File: src/rtl/biriscv_defs.sv
// ============================================================================
//  Module      : biriscv_defs (package)
//  Description : Shared definitions for the issue scheduler: datapath widths,
//                instruction register-field positions, front-end exception
//                codes and the packed hold-register payload.
//  Revision    : 1.0 - initial release
// ============================================================================
`default_nettype none

package biriscv_defs;

    localparam int XLEN       = 32;
    localparam int REG_IDX_W  = 5;
    localparam int EXC_W      = 6;

    // Register-index field positions within a 32-bit RISC-V instruction
    localparam int RD_IDX_HI  = 11;
    localparam int RD_IDX_LO  = 7;
    localparam int RS1_IDX_HI = 19;
    localparam int RS1_IDX_LO = 15;
    localparam int RS2_IDX_HI = 24;
    localparam int RS2_IDX_LO = 20;

    // Front-end fault codes (zero means the fetch was clean)
    typedef enum logic [EXC_W-1:0] {
        EXC_NONE             = 6'h00,
        EXC_MISALIGNED_FETCH = 6'h10,
        EXC_FAULT_FETCH      = 6'h11,
        EXC_ILLEGAL_INSTR    = 6'h12,
        EXC_PAGE_FAULT_FETCH = 6'h1c
    } exc_e;

    // Payload captured alongside the hold-register valid bit
    typedef struct packed {
        logic [XLEN-1:0]  pc;
        logic [XLEN-1:0]  instr;
        logic [EXC_W-1:0] exc;
        logic             lsu;
        logic             csr;
        logic             div;
        logic             mul;
        logic             branch;
        logic             rd_valid;
        logic             ra_valid;
        logic             rb_valid;
    } hold_t;

    function automatic logic is_exception(input logic [EXC_W-1:0] exc);
        return (exc != EXC_NONE);
    endfunction

endpackage

`default_nettype wire

File: src/rtl/biriscv_issue_fwd.sv
// ============================================================================
//  Module      : biriscv_issue_fwd
//  Description : Per-operand RAW hazard detection and forwarding mux.
//                Ports: i_idx/i_used (source register and whether it is read),
//                i_rf_data (register-file read), E1/E2/WB destination tags,
//                producer classes and results; o_hazard (operand not yet
//                available), o_operand (selected operand value).
//  Revision    : 1.0 - initial release
// ============================================================================
`default_nettype none

module biriscv_issue_fwd
    import biriscv_defs::*;
#(
    parameter int SUPPORT_LOAD_BYPASS = 1,
    parameter int SUPPORT_MUL_BYPASS  = 1
) (
    input  logic [REG_IDX_W-1:0] i_idx,
    input  logic                 i_used,
    input  logic [XLEN-1:0]      i_rf_data,
    input  logic [REG_IDX_W-1:0] i_rd_e1,
    input  logic                 i_load_e1,
    input  logic                 i_mul_e1,
    input  logic [XLEN-1:0]      i_result_e1,
    input  logic [REG_IDX_W-1:0] i_rd_e2,
    input  logic                 i_load_e2,
    input  logic                 i_mul_e2,
    input  logic [XLEN-1:0]      i_result_e2,
    input  logic [REG_IDX_W-1:0] i_rd_wb,
    input  logic [XLEN-1:0]      i_result_wb,
    output logic                 o_hazard,
    output logic [XLEN-1:0]      o_operand
);

    // Without a bypass path the E2 result of that class is not usable yet
    localparam logic c_LOAD_E2_LOCK = (SUPPORT_LOAD_BYPASS == 0);
    localparam logic c_MUL_E2_LOCK  = (SUPPORT_MUL_BYPASS == 0);

    logic w_idx_nz;
    logic w_hit_e1;
    logic w_hit_e2;
    logic w_hit_wb;

    // x0 never matches a producer, so a zero tag ("no destination") is inert
    assign w_idx_nz = (i_idx != '0);
    assign w_hit_e1 = w_idx_nz && (i_idx == i_rd_e1);
    assign w_hit_e2 = w_idx_nz && (i_idx == i_rd_e2);
    assign w_hit_wb = w_idx_nz && (i_idx == i_rd_wb);

    // E1 only ever has an ALU result ready; any other producer class interlocks
    assign o_hazard = i_used &&
                      ((w_hit_e1 && (i_load_e1 || i_mul_e1)) ||
                       (w_hit_e2 && ((i_load_e2 && c_LOAD_E2_LOCK) ||
                                     (i_mul_e2  && c_MUL_E2_LOCK))));

    // Youngest producer wins
    always_comb begin
        o_operand = i_rf_data;
        if (!w_idx_nz)
            o_operand = '0;
        else if (w_hit_e1)
            o_operand = i_result_e1;
        else if (w_hit_e2)
            o_operand = i_result_e2;
        else if (w_hit_wb)
            o_operand = i_result_wb;
    end

endmodule

`default_nettype wire

File: src/rtl/biriscv_issue_sched.sv
// ============================================================================
//  Module      : biriscv_issue_sched
//  Description : Single-entry issue scheduler. Holds one decoded instruction,
//                checks RAW hazards against E1/E2/WB tags, selects forwarded
//                operands and presents the issue handshake.
//                Ports: fetch_* (decoded instruction in, fetch_accept_o out),
//                rf_* (register-file read), issue_* (instruction to E1),
//                stall_i/squash_e1_e2_i/flush_i (pipeline control),
//                *_e1/*_e2/*_wb (producer tags, classes and results).
//  Revision    : 1.0 - initial release
// ============================================================================
`default_nettype none

module biriscv_issue_sched
    import biriscv_defs::*;
#(
    parameter int SUPPORT_LOAD_BYPASS = 1,
    parameter int SUPPORT_MUL_BYPASS  = 1
) (
    input  logic                 clk_i,
    input  logic                 rst_n,

    input  logic                 fetch_valid_i,
    output logic                 fetch_accept_o,
    input  logic [XLEN-1:0]      fetch_pc_i,
    input  logic [XLEN-1:0]      fetch_instr_i,
    input  logic [EXC_W-1:0]     fetch_exception_i,
    input  logic                 fetch_lsu_i,
    input  logic                 fetch_csr_i,
    input  logic                 fetch_div_i,
    input  logic                 fetch_mul_i,
    input  logic                 fetch_branch_i,
    input  logic                 fetch_rd_valid_i,
    input  logic                 fetch_ra_valid_i,
    input  logic                 fetch_rb_valid_i,

    input  logic [XLEN-1:0]      rf_ra_i,
    input  logic [XLEN-1:0]      rf_rb_i,
    output logic [REG_IDX_W-1:0] rf_ra_idx_o,
    output logic [REG_IDX_W-1:0] rf_rb_idx_o,

    input  logic                 take_interrupt_i,

    output logic                 issue_valid_o,
    output logic                 issue_accept_o,
    output logic                 issue_stall_o,
    output logic                 issue_lsu_o,
    output logic                 issue_csr_o,
    output logic                 issue_div_o,
    output logic                 issue_mul_o,
    output logic                 issue_branch_o,
    output logic                 issue_rd_valid_o,
    output logic                 take_interrupt_o,
    output logic [REG_IDX_W-1:0] issue_rd_o,
    output logic [EXC_W-1:0]     issue_exception_o,
    output logic [XLEN-1:0]      issue_pc_o,
    output logic [XLEN-1:0]      issue_opcode_o,
    output logic [XLEN-1:0]      issue_operand_ra_o,
    output logic [XLEN-1:0]      issue_operand_rb_o,

    input  logic                 stall_i,
    input  logic                 squash_e1_e2_i,
    input  logic                 flush_i,

    input  logic                 load_e1_i,
    input  logic                 mul_e1_i,
    input  logic                 load_e2_i,
    input  logic                 mul_e2_i,
    input  logic [REG_IDX_W-1:0] rd_e1_i,
    input  logic [REG_IDX_W-1:0] rd_e2_i,
    input  logic [REG_IDX_W-1:0] rd_wb_i,
    input  logic [XLEN-1:0]      alu_result_e1_i,
    input  logic [XLEN-1:0]      result_e2_i,
    input  logic [XLEN-1:0]      result_wb_i
);

    logic  r_valid;
    hold_t r_hold;

    hold_t w_fetch;
    logic  w_capture;
    logic  w_fire;
    logic  w_exempt;
    logic  w_hazard;
    logic  w_hazard_ra;
    logic  w_hazard_rb;

    always_comb begin
        w_fetch          = '0;
        w_fetch.pc       = fetch_pc_i;
        w_fetch.instr    = fetch_instr_i;
        w_fetch.exc      = fetch_exception_i;
        w_fetch.lsu      = fetch_lsu_i;
        w_fetch.csr      = fetch_csr_i;
        w_fetch.div      = fetch_div_i;
        w_fetch.mul      = fetch_mul_i;
        w_fetch.branch   = fetch_branch_i;
        w_fetch.rd_valid = fetch_rd_valid_i;
        w_fetch.ra_valid = fetch_ra_valid_i;
        w_fetch.rb_valid = fetch_rb_valid_i;
    end

    // Faulting instructions and interrupt takers never read operands, so they
    // must not wait on producers and must not write a destination.
    assign w_exempt  = is_exception(r_hold.exc) | take_interrupt_i;
    assign w_hazard  = (w_hazard_ra | w_hazard_rb) & ~w_exempt;

    assign w_fire    = r_valid & ~w_hazard & ~stall_i & ~squash_e1_e2_i & ~flush_i;
    assign fetch_accept_o = ~flush_i & (~r_valid | w_fire);
    assign w_capture = fetch_valid_i & fetch_accept_o;

    always_ff @(posedge clk_i or negedge rst_n) begin
        if (!rst_n) begin
            r_valid <= 1'b0;
            r_hold  <= '0;
        end else begin
            if (flush_i)
                r_valid <= 1'b0;
            else if (w_capture)
                r_valid <= 1'b1;
            else if (w_fire)
                r_valid <= 1'b0;

            if (w_capture)
                r_hold <= w_fetch;
        end
    end

    assign rf_ra_idx_o = r_hold.instr[RS1_IDX_HI:RS1_IDX_LO];
    assign rf_rb_idx_o = r_hold.instr[RS2_IDX_HI:RS2_IDX_LO];

    biriscv_issue_fwd #(
        .SUPPORT_LOAD_BYPASS (SUPPORT_LOAD_BYPASS),
        .SUPPORT_MUL_BYPASS  (SUPPORT_MUL_BYPASS)
    ) u_fwd_ra (
        .i_idx       (rf_ra_idx_o),
        .i_used      (r_hold.ra_valid),
        .i_rf_data   (rf_ra_i),
        .i_rd_e1     (rd_e1_i),
        .i_load_e1   (load_e1_i),
        .i_mul_e1    (mul_e1_i),
        .i_result_e1 (alu_result_e1_i),
        .i_rd_e2     (rd_e2_i),
        .i_load_e2   (load_e2_i),
        .i_mul_e2    (mul_e2_i),
        .i_result_e2 (result_e2_i),
        .i_rd_wb     (rd_wb_i),
        .i_result_wb (result_wb_i),
        .o_hazard    (w_hazard_ra),
        .o_operand   (issue_operand_ra_o)
    );

    biriscv_issue_fwd #(
        .SUPPORT_LOAD_BYPASS (SUPPORT_LOAD_BYPASS),
        .SUPPORT_MUL_BYPASS  (SUPPORT_MUL_BYPASS)
    ) u_fwd_rb (
        .i_idx       (rf_rb_idx_o),
        .i_used      (r_hold.rb_valid),
        .i_rf_data   (rf_rb_i),
        .i_rd_e1     (rd_e1_i),
        .i_load_e1   (load_e1_i),
        .i_mul_e1    (mul_e1_i),
        .i_result_e1 (alu_result_e1_i),
        .i_rd_e2     (rd_e2_i),
        .i_load_e2   (load_e2_i),
        .i_mul_e2    (mul_e2_i),
        .i_result_e2 (result_e2_i),
        .i_rd_wb     (rd_wb_i),
        .i_result_wb (result_wb_i),
        .o_hazard    (w_hazard_rb),
        .o_operand   (issue_operand_rb_o)
    );

    assign issue_valid_o     = r_valid;
    assign issue_accept_o    = w_fire;
    assign issue_stall_o     = stall_i;
    assign issue_pc_o        = r_hold.pc;
    assign issue_opcode_o    = r_hold.instr;
    assign issue_exception_o = r_hold.exc;
    assign issue_rd_o        = r_hold.instr[RD_IDX_HI:RD_IDX_LO];
    assign issue_lsu_o       = r_hold.lsu;
    assign issue_csr_o       = r_hold.csr;
    assign issue_div_o       = r_hold.div;
    assign issue_mul_o       = r_hold.mul;
    assign issue_branch_o    = r_hold.branch;
    assign issue_rd_valid_o  = r_hold.rd_valid & ~w_exempt;
    assign take_interrupt_o  = take_interrupt_i & r_valid;

endmodule

`default_nettype wire

File: config.mk
export PLATFORM = sky130hd
export DESIGN_NAME = biriscv_issue_sched
export DESIGN_NICKNAME = d
export VERILOG_FILES = /design/src/rtl/biriscv_defs.sv /design/src/rtl/biriscv_issue_fwd.sv /design/src/rtl/biriscv_issue_sched.sv
export SDC_FILE = /design/constraint.sdc
export NUM_CORES = 1
export LEC_CHECK = 0
export BUFFER_PORTS_ARGS = -buffer_cell sky130_fd_sc_hd__buf_4
export CORE_AREA = 2 2 166 168
export DETAILED_ROUTE_END_ITERATION = 16
export DIE_AREA = 0 0 168 170
export GPL_ROUTABILITY_DRIVEN = 0
export MAX_ROUTING_LAYER = met4
export SYNTH_ARGS = -nofsm -noshare
export SYNTH_HDL_FRONTEND = slang
export SYNTH_SLANG_ARGS = --single-unit
File: constraint.sdc
create_clock -name clk_i -period 3.1 [get_ports clk_i]
set_clock_uncertainty 0.1 [all_clocks]
set_input_delay 0.155 -clock clk_i [delete_from_list [all_inputs] [get_ports clk_i]]
set_output_delay 0.155 -clock clk_i [all_outputs]
set_load 0.03 [all_outputs]
# After elaboration in Yosys (flattened, before gate mapping)
# Index checks and enable logic that the tools add are counted.
# Widths: inputs -> output; s select.
[word_totals]
register_bits = 79
input_bits = 264
output_inout_bits = 160
elab_cells = 62
[op_classes]
n_eq_ne = 6
mux = 11
n_bitwise = 18
n_reduce_logical = 15
[op_table]
columns = ["cell", "n"]
rows = [
  ["$mux 32", 8],
  ["$eq 5x5->1", 6],
  ["$logic_and 1x1->1", 10],
  ["$reduce_bool 5->1", 2],
  ["$and 1x1->1", 9],
  ["$not 1->1", 6],
  ["$reduce_bool 6->1", 1],
  ["$mux 1", 3],
  ["$or 1x1->1", 3],
  ["$reduce_bool 3->1", 1],
  ["$logic_or 1x1->1", 1],
]

# Logic depth before layout (Yosys ltp)
# Gate-level depths: netlist of the first run.
[logic_depth]
ltp_word = 16
mapped_depth = 8
mapped_depth_nobuf = 5

# Modules after synthesis
# Synthesis of the first run repeated with hierarchy kept, for this count alone.
[unflattened]
cells_unflattened = 977
area_unflattened_um2 = 9036.2
[by_module_without_submodules]
columns = ["module", "n_inst", "cells_each", "area_per_inst_um2", "seq_area_each_um2"]
rows = [
  ["biriscv_issue_sched", 1, 547, 5532.8, 1976.9],
  ["biriscv_issue_fwd", 2, 215, 1751.7, 0.0],
]

# Least setup slack after synthesis of the first run
# OpenSTA, ideal clock, no wires.
[synth_timing]
path_type = "reg2out"
from = "register r_hold (netlist bit issue_opcode_o[20])"
to = "output issue_operand_rb_o[10]"
arrival_time_ns = 2.615
required_time_ns = 2.845
path_slack_ns = 0.230
path_stages_with_launch = 8
path_buffers = 2
path_cell_list = "dfrtp_1 or4_1 nor2_2 or3_1 clkbuf_1 clkbuf_1 a211oi_1 o21ai_0"
[synth_between]
elab_chain_cells = 6
elab_cells_between_ends = 11
classes_between = "eq/ne: 3; mux: 4; reduce/logical: 4"
[synth_rtl]
columns = ["element", "line", "rtl"]
rows = [
  ["start, declared", "biriscv_issue_sched.sv:78", "hold_t r_hold;"],
  ["start signal, assigned", "biriscv_issue_sched.sv:125", "r_hold <= w_fetch;"],
  ["$eq 5x5->1 or $reduce_bool 5->1 (tied branches)", "biriscv_issue_fwd.sv:48, biriscv_issue_fwd.sv:45", ""],
  ["$logic_and 1x1->1", "biriscv_issue_fwd.sv:48", "assign w_hit_wb = w_idx_nz && (i_idx == i_rd_wb);"],
  ["$mux 32", "biriscv_issue_fwd.sv:65", "else if (w_hit_wb)"],
  ["$mux 32", "biriscv_issue_fwd.sv:63", "else if (w_hit_e2)"],
  ["$mux 32", "biriscv_issue_fwd.sv:61", "else if (w_hit_e1)"],
  ["$mux 32 (*)", "biriscv_issue_fwd.sv:59", "if (!w_idx_nz)"],
  ["end, declared", "biriscv_issue_sched.sv:59", "output logic [XLEN-1:0] issue_operand_rb_o,"],
]
# Every way passes the cells marked *; elsewhere a longest branch is shown, timed or not.

# Worst setup path after layout of the first run
[layout_timing]
from = "register r_hold (netlist bit issue_opcode_o[16])"
to = "output issue_operand_ra_o[31]"
[layout_between]
elab_chain_cells = 6
elab_cells_between_ends = 11
classes_between = "eq/ne: 3; mux: 4; reduce/logical: 4"
[layout_rtl]
columns = ["element", "line", "rtl"]
rows = [
  ["$eq 5x5->1 or $reduce_bool 5->1 (tied branches)", "biriscv_issue_fwd.sv:48, biriscv_issue_fwd.sv:45", ""],
  ["$logic_and 1x1->1", "biriscv_issue_fwd.sv:48", ""],
  ["$mux 32", "biriscv_issue_fwd.sv:65", ""],
  ["$mux 32", "biriscv_issue_fwd.sv:63", ""],
  ["$mux 32", "biriscv_issue_fwd.sv:61", ""],
  ["$mux 32 (*)", "biriscv_issue_fwd.sv:59", ""],
  ["end, declared", "biriscv_issue_sched.sv:58", "output logic [XLEN-1:0] issue_operand_ra_o,"],
]
# Marked as above.

==> results by group, run 1 <==
Synthesis
  – Post-synth ARST share: 1.000
  – Count leader, synth: o21ai_0
  – Synth Warn #: 0
  – Post-synthesis simple-gate area fraction: 0.1344
  – Post-Synth Adder-Cell Area: 0
  – Ys flop type: dfrtp_1
  – Gate Count Post-Synth: ~730
  – Seq/Total Area, Yosys: 0.3180
  – Cell area after synthesis: between 6000 and 7000 um^2
  – Synth top area share: 0.3180
  – Mean Syn Cell Area: between 8 and 9 um^2
  – EDFF count, synth: 0
  – Largest family of logic cells by synthesized area: compound AO/OA/AOI/OAI gates
  – Cell type with the largest total area after synthesis: dfrtp_1
  – Commonest cells post-synth: o21ai_0 (121), buf_4 (91), dfrtp_1 (79)
  – Compound-gate portion of the synthesized area: 0.1938
  – Post-synthesis mux area share: 0.1413
  – Synth Area in XOR/XNOR: 0.04226
  – Syn Nets: ~1000
  – Synth Register Bits: between 70 and 80
  – Synth area leaders: dfrtp_1 (32%), buf_4 (11%), mux2_2 (11%)
  – Library cells used by synthesis: 36

Routing
  – Post-route antenna net violation count: 0
  – Vias post-DR: roughly 7300
  – WL final: 28360 um
  – Drt via density: roughly 5
  – Remaining design rule violation count: 0
  – Routed len/inst: between 15 and 20 um
  – Drt first pass iters: 5
  – Initial DRC Count: about 710

Cells and area
  – Ant diodes: 0
  – Synth-to-layout area growth: 67.88%
  – Nets: about 1400
  – Fraction of layout cells with a size suffix above 1: 0.4780
  – Layout Cells excl Fill: about 1500
  – Fillers: around 2700

Global routing
  – Initial antenna violation count: 1
  – First-pass GRT wire length: between 40000 and 50000 um
  – GRT Overall Usage: 0.1925
  – Grt ovf: 0
  – Vias in the first global route: roughly 7500
  – Largest net degree at the start of global routing: 80

STA
  – Final hold vios: 0
  – Unrepaired setup endpoints after global routing: false
  – Final WS setup: around 0.045 ns
  – Final setup fails: 0
  – Period utilization: 0.9856
  – Min cycle time layout: roughly 3.1 ns
  – Worst hold margin: between 0.015 and 0.02 ns
  – Peak Freq: about 330 MHz
  – Worst-margin pin slew: between 1 and 1.5 ns
  – Final setup TNS: 0 ns
  – Max-slew violations: 0
  – Max-slew headroom: 0.3103

Placement
  – Setup WS pre-CTS: between 0.2 and 0.3 ns
  – Buffers added on ports: 421
  – Placed Cells incl. Taps: 1372
  – HPWL Detailed: 20450 um

Setup path
  – Max FO, Critical Path: 28
  – CP Data Required Time: between 2 and 3 ns
  – WP data arrival: approximately 2.8 ns
  – CP Launch Type: register
  – RR Endpoint: issue_pc_o[19]$_DFFE_PN0P_
  – Crit end category: primary output
  – Setup CP Type: register to primary output
  – Reg-to-Reg Start: issue_opcode_o[18]$_DFFE_PN0P_
  – FF-to-FF path depth: 6
  – Reg2reg setup slack: 0.24 ns

Min path
  – Worst Hold Depth: 3
  – Hold Path Origin: fetch_valid_i
  – Hold Path End: issue_valid_o$_DFFE_PN0P_
  – Worst Hold Class: input port to register

Clock network
  – Sink Count: approximately 80
  – CTS clk-pin slew, worst paths: approximately 0.060 ns
  – H-tree levels: 3
  – Clock root cell: clkbuf_16
  – CTS max path bufs: 2
  – CTS tree: yes
  – Worst skew pair latency: around 0.34 ns
  – CTS buffer count: 9

Die
  – Initial Util: 0.2333
  – # rows: 60
  – Core Box Area: ~27000 um^2
  – Die area: between 20000 and 30000 um^2
  – # IOs: 424
  – Die width: roughly 170 um
  – Die Ht: between 150 and 200 um

Power
  – Leakage power: ~4.7 nW
  – Pwr dens: approximately 580 nW/um^2
  – Peak VDD IR: between 0.4 and 0.5 mV

Status
  – Status: complete, no violations

Job
  – Max_cap viols: 0
worst max-delay path by stage:
stage | from | slack [ns] | cells after the start | to
floorplan | issue_opcode_o[20]$_DFFE_PN0P_ | 0.23 | 7 | issue_operand_rb_o[10]
global placement | issue_opcode_o[22]$_DFFE_PN0P_ | 0.21 | 7 | issue_operand_rb_o[6]
detailed placement | issue_opcode_o[22]$_DFFE_PN0P_ | 0.25 | 7 | issue_operand_rb_o[6]
CTS | issue_opcode_o[22]$_DFFE_PN0P_ | 0.005 | 8 | issue_operand_rb_o[31]
global route | issue_opcode_o[22]$_DFFE_PN0P_ | 0.003 | 8 | issue_operand_rb_o[16]
finish | issue_opcode_o[16]$_DFFE_PN0P_ | 0.04 | 8 | issue_operand_ra_o[31]
critical path, stage by stage (launching register included):
cell	delay, ns
dfrtp_1	0.63
xnor2_1	0.17
o211ai_1	0.10
buf_4	0.17
or3_1	0.35
buf_12	0.18
a211oi_1	0.45
o21ai_0	0.19
buf_4	0.20
per-layer routing:
metal | up-vias | share of wire | track usage
met3 | 71 | 0.078 | 0.03651
li1 | 3343 | - | -
met4 | 0 | 0.029 | 0.06881
met1 | 3478 | 0.39 | 0.2243
met2 | 445 | 0.50 | 0.3318
met5 | - | 0 | -
logic make-up after synthesis:
group / count (synthesis)
compound gates: 201
buf+inv: 182
simple gates: 162
flops: 79
mux: 78
xor+xnor: 30
through the flow:
stage	instance area (um^2)	utilization	total power [W]
final	10440	0.3916	0.006103
after global routing	10440	0.3916	0.006384
after CTS	10360	0.3887	0.006040
after detailed placement	9218	0.3459	0.004738
after global placement	9218	0.3459	0.004725
after floorplan	6217	-	0.003629
what timing repair did:
item,CTS,global route
pin swaps,0,1
hold endpoints to repair,158,0
cloned,0,2
gates resized for setup,3,14
hold buffers,80,0
buffers inserted,0,5
setup endpoints to repair,5,32
registers in the layout (all words and copies together), names as in the netlist, 3 cells and up:
name,cells
issue_opcode_o,32
issue_pc_o,32
issue_exception_o,6
r_hold,3
cells in the final DEF (no fill, tap or decap), types with 3 or more instances in the layout:
| cell type | netlist | final |
|---|---|---|
| clkbuf_16 | 0 | 10 |
| inv_1 | 35 | 35 |
| mux2_2 | 58 | 58 |
| o21ai_0 | 121 | 111 |
| buf_4 | 91 | 442 |
| o21ai_1 | 8 | 18 |
| nand3_1 | 5 | 5 |
| xor2_1 | 5 | 4 |
| nor4_1 | 65 | 65 |
| or4_1 | 3 | 3 |
| mux2_1 | 20 | 20 |
| dlygate4sd3_1 | 0 | 80 |
| nor2_1 | 4 | 3 |
| dfrtp_1 | 79 | 77 |
| nand2_1 | 68 | 68 |
| buf_12 | 0 | 8 |
| a211oi_1 | 64 | 63 |
| xnor2_1 | 25 | 25 |
| or3_1 | 3 | 3 |
report_power, final:
group | total, W | switching (W) | internal (W)
registers | 0.00144 | 0.000186 | 0.00125
clock network | 0.00119 | 0.000466 | 0.000724
logic | 0.00347 | 0.00207 | 0.00140
cell type report:
type / instances / area, um^2 / share of cell area
Clock buffer: 9 / 225.2 / 0.02158
Clock inverter: 7 / 108.9 / 0.01043
Inverter: 35 / 131.4 / 0.01259
Multi-Input combinational cell: 471 / 3239 / 0.3104
Sequential cell: 79 / 1979 / 0.1896
Tap cell: 341 / 426.7 / 0.04088
Timing Repair Buffer: 533 / 4327 / 0.4145
Power figures use the tool's default switching activity.
==> run 2: changes to the inputs <==
--- a/config.mk
+++ b/config.mk
@@ -6,9 +6,9 @@
 export NUM_CORES = 1
 export LEC_CHECK = 0
 export BUFFER_PORTS_ARGS = -buffer_cell sky130_fd_sc_hd__buf_4
-export CORE_AREA = 2 2 166 168
+export CORE_AREA = 2 2 165 167
 export DETAILED_ROUTE_END_ITERATION = 16
-export DIE_AREA = 0 0 168 170
+export DIE_AREA = 0 0 167 169
 export GPL_ROUTABILITY_DRIVEN = 0
 export MAX_ROUTING_LAYER = met4
 export SYNTH_ARGS = -nofsm -noshare
==> constraint.sdc (replaced) <==
create_clock -name clk_i -period 2.85 [get_ports clk_i]
set_clock_uncertainty 0.1 [all_clocks]
set_input_delay 0.1425 -clock clk_i [delete_from_list [all_inputs] [get_ports clk_i]]
set_output_delay 0.1425 -clock clk_i [all_outputs]
set_load 0.03 [all_outputs]
==> run 2 against run 1 <==
- global-route usage increased by 0.59 points
- via count grew 1.5%
- combinational power up 15%
- power is 9.8% higher
- count of clock-buffer cells in the layout is 1 higher
- critical path depth did not move
- critical path type unchanged
==> results by group, run 2 (synthesis gave the netlist of run 1 again) <==
Global routing
  – GRT Overall Usage: 0.1984
  – Largest net degree at the start of global routing: 80
  – Grt ovf: 0
  – Initial antenna violation count: 0
  – Vias in the first global route: around 7600
  – First-pass GRT wire length: between 40000 and 50000 um

Cells and area
  – Nets: about 1400
  – Commonest cells after routing, fill and taps aside: buf_4 (450), dlygate4sd3_1 (81), dfrtp_1 (77)
  – Synth-to-layout area growth: 72.95%
  – Commonest non-fill, non-tap cell in the layout: buf_4
  – Layout Cells excl Fill: 1494
  – Utilization after layout: 0.4058
  – Final instance area: ~11000 um^2
  – Fraction of layout cells with a size suffix above 1: 0.5065
  – Ant diodes: 0

Routing
  – Initial DRC Count: between 600 and 700
  – Drt first pass iters: 5
  – WL final: between 30000 and 40000 um
  – Remaining design rule violation count: 0
  – Post-route antenna net violation count: 0
  – Routed len/inst: between 20 and 25 um
  – Drt via density: 4.987
  – Vias post-DR: ~7500

STA
  – Min cycle time layout: about 2.8 ns
  – Final WS setup: 0.04602 ns
  – Final hold vios: 0
  – Max-slew headroom: 0.3060
  – Peak Freq: 356.6 MHz
  – Worst-margin pin slew: 1.041 ns
  – Max-slew violations: 0
  – Unrepaired setup endpoints after global routing: true
  – Final setup fails: 0
  – Period utilization: 0.9839

Clock network
  – Sink Count: approximately 80
  – Worst skew pair latency: between 0.3 and 0.4 ns
  – CTS max path bufs: 2
  – H-tree levels: 3
  – CTS buffer count: 9
  – CTS tree: yes
  – CTS clk-pin slew, worst paths: about 0.070 ns
  – Clock root cell: clkbuf_16

Min path
  – Worst Hold Depth: 1
  – Hold Path Origin: issue_pc_o[30]$_DFFE_PN0P_
  – Hold Path End: issue_pc_o[30]$_DFFE_PN0P_
  – Worst Hold Class: register to register

Power
  – Leakage power: between 4 and 5 nW
  – Peak VDD IR: 0.3785 mV
  – Final Power: between 0.006 and 0.007 W
  – Pwr dens: 623.1 nW/um^2

Die
  – Core Box Area: ~27000 um^2
  – # rows: 60
  – Die width: ~170 um
  – # IOs: roughly 420
  – Die area: between 20000 and 30000 um^2
  – Die Ht: 169 um
  – Initial Util: 0.2346

Placement
  – Placed Cells incl. Taps: 1385
  – Buffers added on ports: 421
  – Placed Area: just over 9000 um^2
  – HPWL Detailed: 20960 um
  – Setup WS pre-CTS: roughly 0.14 ns

Setup path
  – Reg-to-Reg Start: issue_opcode_o[18]$_DFFE_PN0P_
  – Max FO, Critical Path: 8
  – Reg2reg setup slack: 0.20 ns
  – WP data arrival: between 2 and 3 ns
  – RR Endpoint: issue_pc_o[31]$_DFFE_PN0P_
  – Crit end category: primary output
  – Setup CP Type: register to primary output
  – CP Data Required Time: approximately 2.6 ns
  – CP Launch Type: register
  – FF-to-FF path depth: 6

Job
  – Max_cap viols: 0

Status
  – Status: complete, no violations
-- run 2: critical path, stage by stage, from the launching register on --
cell	delay, ns
dfrtp_1	0.38
or4_4	0.56
o211ai_1	0.32
or2_4	0.24
buf_12	0.13
clkbuf_16	0.17
o21ai_2	0.05
o21ai_1	0.18
buf_4	0.18
-- run 2: cell type report --
class / instances / area [um^2]
Fill cell: 2642 / 15750
Timing Repair Buffer: 552 / 4584
Multi-Input combinational cell: 471 / 3333
Sequential cell: 79 / 1979
Tap cell: 341 / 426.7
Clock buffer: 10 / 229.0
Inverter: 35 / 131.4
Clock inverter: 6 / 68.82
-- run 2: how the worst max path moves through the flow --
stage | startpoint | slack (ns) | endpoint | cells after the start
floorplan | issue_opcode_o[15]$_DFFE_PN0P_ | 0.007 | issue_operand_ra_o[10] | 7
global placement | issue_opcode_o[15]$_DFFE_PN0P_ | 0.20 | issue_opcode_o[22]$_DFFE_PN0P_ | 6
detailed placement | issue_opcode_o[15]$_DFFE_PN0P_ | 0.14 | issue_opcode_o[15]$_DFFE_PN0P_ | 6
CTS | issue_opcode_o[15]$_DFFE_PN0P_ | 0.003 | issue_operand_ra_o[4] | 9
global route | issue_opcode_o[20]$_DFFE_PN0P_ | -0.08 | issue_operand_rb_o[25] | 8
finish | issue_opcode_o[20]$_DFFE_PN0P_ | 0.05 | issue_operand_rb_o[9] | 8
-- run 2: metrics by stage --
stage / TNS (ns) / hold slack [ns]
after floorplan: 0 / -0.2531
after global placement: 0 / 0.2400
after detailed placement: 0 / 0.2445
after CTS: 0 / 0.3931
after global routing: -1.726 / 0.4066
final: 0 / 0.3875
-- run 2: timing repair --
| item | 4_1_cts | 5_1_grt |
|---|---|---|
| hold endpoints to repair | 158 | 0 |
| cloned | 1 | 4 |
| pin swaps | 7 | 65 |
| hold buffers | 81 | 0 |
| setup buffers | 4 | 3 |
| endpoints found under the setup margin | 42 | 63 |
| gates resized for setup | 9 | 71 |
-- run 2: where the power goes --
group | total [W] | internal (W) | switching, W | leakage, nW
sequential | 0.00154 | 0.00137 | 0.000173 | 0.927
combinational | 0.00398 | 0.00164 | 0.00235 | 3.76
clock | 0.00118 | 0.000686 | 0.000493 | 0.143
total | 0.00670 | 0.00369 | 0.00301 | 4.83
-- run 2: metal layers --
metal / track usage / up-vias / share of wire
met5: - / - / 0
met4: 0.06297 / 0 / 0.029
met3: 0.02899 / 78 / 0.067
met2: 0.3505 / 418 / 0.51
met1: 0.2325 / 3583 / 0.39
li1: - / 3371 / -
